==> config.mk <==
export PLATFORM = sky130hd
export DESIGN_NAME = fsk_bit_sequencer
export DESIGN_NICKNAME = d
export VERILOG_FILES = /design/src/rtl/fsk_pkg.sv /design/src/rtl/fsk_bit_timer.sv /design/src/rtl/fsk_bit_sequencer.sv
export SDC_FILE = /design/constraint.sdc
export NUM_CORES = 1
export LEC_CHECK = 0
export CAP_MARGIN = 20
export CORE_MARGIN = 3
export CORE_UTILIZATION = 50
export CTS_BUF_LIST = sky130_fd_sc_hd__clkbuf_2
export DETAILED_ROUTE_END_ITERATION = 10
export GPL_TIMING_DRIVEN = 0
export HOLD_SLACK_MARGIN = 0.15
export PLACE_DENSITY = 0.74
export SLEW_MARGIN = 20
export SYNTH_ARGS = -nofsm -noshare
export SYNTH_HDL_FRONTEND = slang
export SYNTH_SLANG_ARGS = --single-unit
==> constraint.sdc <==
create_clock -name clk -period 2.2 [get_ports clk]
set_clock_uncertainty 0.15 [all_clocks]
set_input_delay 0.44 -clock clk [delete_from_list [all_inputs] [get_ports clk]]
set_output_delay 0.44 -clock clk [all_outputs]
set_load 0.03 [all_outputs]
==> src/rtl/fsk_pkg.sv <==
// Shared types and default sizing for the FSK bit sequencer.
package fsk_pkg;
  typedef enum logic [2:0] {IDLE, START, DATA, PARITY, STOP} fsk_state_e;
  localparam int BIT_PERIOD_DEF = 10000;
  localparam int DATA_BITS_DEF  = 8;
endpackage

==> src/rtl/fsk_bit_timer.sv <==
// Bit-period timer: counts 0..BIT_PERIOD-1 while run is high, pulses bit_end on the last count.
module fsk_bit_timer #(
  parameter int BIT_PERIOD = fsk_pkg::BIT_PERIOD_DEF
) (
  input  logic clk,
  input  logic rst,
  input  logic run,
  output logic bit_end
);
  localparam int CW = (BIT_PERIOD > 1) ? $clog2(BIT_PERIOD) : 1;

  logic [CW-1:0] cnt;

  assign bit_end = run && (cnt == CW'(BIT_PERIOD - 1));

  always_ff @(posedge clk or posedge rst) begin
    if (rst)                 cnt <= '0;
    else if (!run || bit_end) cnt <= '0;
    else                     cnt <= cnt + 1'b1;
  end
endmodule

==> src/rtl/fsk_bit_sequencer.sv <==
// Frames a payload word as start/data/[parity]/stop bits and drives mark/space tone enables.
// Define FSK_PARITY_EN to insert an even-parity bit between the payload and the stop bit.
module fsk_bit_sequencer
  import fsk_pkg::*;
#(
  parameter int BIT_PERIOD = BIT_PERIOD_DEF,
  parameter int DATA_BITS  = DATA_BITS_DEF
) (
  input  logic                 clk,
  input  logic                 rst,
  input  logic [DATA_BITS-1:0] data_in,
  input  logic                 data_valid,
  output logic                 data_ready,
  output logic                 tone_en_0,
  output logic                 tone_en_1,
  output logic                 busy
);
  localparam int CW = $clog2(DATA_BITS + 1);

  fsk_state_e           state, nxt;
  logic [DATA_BITS-1:0] shreg, shreg_nxt;
  logic [CW-1:0]        bit_cnt;
  logic                 bit_end, load, shift, tone_bit, active, par_bit;

  fsk_bit_timer #(.BIT_PERIOD(BIT_PERIOD)) u_timer (
    .clk     (clk),
    .rst     (rst),
    .run     (state != IDLE),
    .bit_end (bit_end)
  );

`ifdef FSK_PARITY_EN
  always_ff @(posedge clk or posedge rst) begin
    if (rst)       par_bit <= 1'b0;
    else if (load) par_bit <= ^data_in;
  end
`else
  assign par_bit = 1'b0;
`endif

  always_comb begin
    nxt   = state;
    load  = 1'b0;
    shift = 1'b0;
    case (state)
      IDLE:   if (data_valid && data_ready) begin nxt = START; load = 1'b1; end
      START:  if (bit_end) nxt = DATA;
      DATA:   if (bit_end) begin
                shift = 1'b1;
                if (bit_cnt == CW'(DATA_BITS - 1))
`ifdef FSK_PARITY_EN
                  nxt = PARITY;
`else
                  nxt = STOP;
`endif
              end
      PARITY: if (bit_end) nxt = STOP;
      STOP:   if (bit_end) nxt = IDLE;
      default: nxt = IDLE;
    endcase
  end

  // Tone outputs are registered from the next state so each bit appears the cycle it begins.
  always_comb begin
    shreg_nxt = shreg;
    if (load)       shreg_nxt = data_in;
    else if (shift) shreg_nxt = shreg >> 1;
    active   = (nxt != IDLE);
    tone_bit = 1'b0;
    case (nxt)
      DATA:    tone_bit = shreg_nxt[0];
      PARITY:  tone_bit = par_bit;
      STOP:    tone_bit = 1'b1;
      default: tone_bit = 1'b0;
    endcase
  end

  always_ff @(posedge clk or posedge rst) begin
    if (rst) begin
      state      <= IDLE;
      shreg      <= '0;
      bit_cnt    <= '0;
      tone_en_0  <= 1'b0;
      tone_en_1  <= 1'b0;
      busy       <= 1'b0;
      data_ready <= 1'b0;
    end else begin
      state      <= nxt;
      shreg      <= shreg_nxt;
      if (load)       bit_cnt <= '0;
      else if (shift) bit_cnt <= bit_cnt + 1'b1;
      tone_en_0  <= active && !tone_bit;
      tone_en_1  <= active && tone_bit;
      busy       <= active;
      data_ready <= !active;
    end
  end
endmodule

==> impl_metrics.env <==
export IMPL_powerDensity_nw_per_um2=453
export IMPL_ys_ff_latch=33
export IMPL_initial_standard_cell_utilization_of_the_core=0.526
export IMPL_synth_cell_types=39
export IMPL_cts_hold_buffers=0
export IMPL_finalHoldViolCount=0
export IMPL_yosys_area_top_type_share=0.510
export IMPL_route_layer_met1_wl_um=1410
export IMPL_cts_root_buf="clkbuf_2"
export IMPL_cts_path_max_buffers=2
export IMPL_timing_critical_path_from_type="flip-flop"
export IMPL_yosys_top_cells_count="33 x dfrtp_1, 21 x nor2_1, 11 x nand2_1"
export IMPL_irDropWorstVdd_uv=399
export IMPL_rr_worst_depth=6
export IMPL_fp_row_count=20
export IMPL_clock_insertion_delay_worst_skew_ps=380
export IMPL_report_final_setup_viol=13
export IMPL_final_max_slew_violation_count=0
export IMPL_crit_path_end_kind="flip-flop"
export IMPL_groute_usage_overall=0.174
export IMPL_postRouteAntennaNets=0
export IMPL_yosys_top_cells_area="dfrtp_1 51%, mux2i_1 4.9%, nor2_1 4.9%"
export IMPL_setup_reg_to_reg_worst_slack_ps=-170
export IMPL_ff_latch_area_sq_um=826
export IMPL_wl_met2_um=1530
export IMPL_fmaxAchievable_mhz=421
export IMPL_syn_num_nets=162
export IMPL_post_route_cells_drive_above_1_share=0.304
export IMPL_starting_drt_drc_count=41
export IMPL_nFillCells=248
export IMPL_max_stage_delay_ps=550
export IMPL_die_y_um=62.9
export IMPL_wire_length_of_the_first_global_routing_pass_um=5270
export IMPL_drt_drc_violations_left=0
export IMPL_number_of_clock_buffers_inserted_by_tritoncts=5
export IMPL_floorplan_die_area_sq_um=3950
export IMPL_die_width_um=62.9
export IMPL_overflow=0
export IMPL_yosys_most_used_dff="dfrtp_1"
export IMPL_vias_per_cell=5.28
export IMPL_clock_sinks=33
export IMPL_rsz0062_at_grt="yes"
export IMPL_totalWireLength_um=3110
export IMPL_port_buffer_count=14
export IMPL_post_synth_instance_area_sq_um=1620
export IMPL_clock_pin_slew_on_the_worst_setup_and_hold_paths_ps=170
export IMPL_number_of_search_and_repair_iterations_in_the_first_detailed_routing_pass=4
export IMPL_critical_path_max_fanout=3
export IMPL_num_antenna_cells=0
export IMPL_grt_pass1_vias=1139
export IMPL_synth_avg_cell_area_sq_um=10.9
export IMPL_final_min_clock_period_ps=2370
export IMPL_design_core_area_sq_um=3080
export IMPL_design_final_nets=193
export IMPL_synth_top_area_cell="dfrtp_1"
export IMPL_route_vias_total=1189
export IMPL_drt_wirelength_per_cell_um=13.8
export IMPL_cp_slowest_cell="or4b_4"
export IMPL_outcome="finished with violations"
export IMPL_grt_start_max_net_pins=34
export IMPL_timing_final_crit_share=1.08
export IMPL_placed_cell_area_sq_um=1820
export IMPL_dp_final_hpwl_um=2030
export IMPL_p_leak_nw=0.883
export IMPL_synth_warnings=0
export IMPL_area_of_the_multi_input_gates_sq_um=863
export IMPL_synthMostInstantiatedCell="dfrtp_1"
export IMPL_timing_critical_path_arrival_ps=2500
export IMPL_routed_wl_met3_um=136
export IMPL_required_ps=2320
export IMPL_timing_worst_slew_pin_value_ps=671
export IMPL_place_congestion=0.772
export IMPL_hold_path_class="primary input to asynchronous set/reset pin"
export IMPL_critPathKind="flip-flop to flip-flop"
export IMPL_failing_checks="negative setup slack"
export IMPL_async_reset_ff_frac=1.00
export IMPL_grt_antenna_before_repair=0
export IMPL_ios=15
export IMPL_worstPathCellList="or4b_4 -> nor4_4 -> buf_4 -> a21oi_1 -> or3_4 -> or2_1"
export IMPL_h_tree_depth=2
export IMPL_r2r_end="busy"
export IMPL_total_power_uw=924
export IMPL_cts_tree="built"
export IMPL_number_of_enable_type_register_cells_in_the_synthesized_netlist=0
export IMPL_max_slew_margin_rel=0.552
export IMPL_synthToLayoutAreaGrowth_pct=26.1
export IMPL_synth_yosys_seq_area_share=0.510
export IMPL_reg_to_reg_startpoint="u_timer.cnt[12]"
export IMPL_maxUsedRoutingLayer="met4"
export IMPL_netlist_instances=149
export IMPL_finish_instance_area_sq_um=2040
export IMPL_cap_viol_max_count=0
export IMPL_final_setup_worst_slack_ps=-175
[cells in the final DEF, fill, tap and decap left out, types with 2 or more instances in the layout]
cell type and n:
nor2_2 6, dfrtp_1 33, nand2b_4 2, o21ai_0 2, or4b_4 2, clkbuf_2 8
or3_1 2, xor2_1 7, nand2_1 11, clkdlybuf4s50_1 14, a21oi_1 2, o21ai_1 7
ha_1 2, nor3_4 2, xnor2_1 6, buf_4 9, a21oi_2 3, and2_1 2
mux2i_1 7, clkinv_2 2, and3_1 4, inv_1 2, nand3_1 5, and3_2 3
nor2_1 14
[sequential cells by signal, summed over array words and instances (netlist names)]
| name | cells |
|---|---|
| u_timer.cnt | 14 |
| tone_en_1 | 1 |
| tone_en_0 | 1 |
| data_ready | 1 |
| bit_cnt | 4 |
| busy | 1 |
| state | 3 |
| shreg | 8 |
[cell type report]
| type | instances | area share |
|---|---|---|
| inverters | 3 | 0.00552 |
| plain buffers | 2 | 0.00491 |
| well taps | 44 | 0.0270 |
| clock inverters | 2 | 0.00491 |
| clock buffers | 6 | 0.0147 |
| flip-flops and latches | 33 | 0.405 |
| repair buffers | 25 | 0.115 |
| multi-input cells | 110 | 0.423 |
[stage by stage]
stage,worst slack (ps),hold slack (ps),instances,setup TNS [ps],util
final,-175,301,225,-550,0.663
after global routing,-266,336,225,-1600,0.663
after CTS,-152,319,223,-305,0.635
after detailed placement,-225,305,207,-2020,0.591
after global placement,-211,287,207,-1750,0.591
after floorplan,-88.4,273,149,-161,-
[worst max-delay path by stage]
stage	start	end	slack, ps	cells past startpoint
floorplan	u_timer.cnt[4]	busy	-90	5
global placement	u_timer.cnt[4]	tone_en_0	-210	5
global route	u_timer.cnt[5]	busy	-270	6
detailed placement	u_timer.cnt[4]	tone_en_0	-230	5
CTS	u_timer.cnt[11]	busy	-150	6
finish	u_timer.cnt[12]	busy	-170	6
[power breakdown]
part | switching, mW | internal (mW)
sequential | 0 | 0.607
combinational | 0.0136 | 0.0157
clock | 0.208 | 0.0797
total | 0.222 | 0.702
[timing repair]
| action | CTS | global route |
|---|---|---|
| pin swaps | 4 | 16 |
| buffers inserted | 9 | 3 |
| setup endpoints to repair | 16 | 27 |
| resized for setup | 7 | 19 |
| gates cloned | 1 | 0 |
[worst max-delay path: cells and delay by family, from the launching register on]
| kind | cells | cell delay (ps) |
|---|---|---|
| AND/OR/NAND/NOR | 4 | 1410 |
| AO/OA/AOI/OAI | 1 | 100 |
| flip-flops | 1 | 440 |
| buffers and inverters | 1 | 180 |
[per-layer routing]
metal,global-route usage,vias to the layer above
met5,0,-
met4,0.0579,0
met3,0.0701,4
met2,0.254,24
met1,0.234,592
li1,-,569
[cell families after synthesis]
group	count (synthesis)	synth area share
buf+inv	7	0.0216
simple gates	66	0.250
flops	33	0.510
compound gates	19	0.0758
mux	9	0.0565
xor+xnor	13	0.0704
fa+ha+maj	2	0.0155
(Power assumes the default switching activity.)
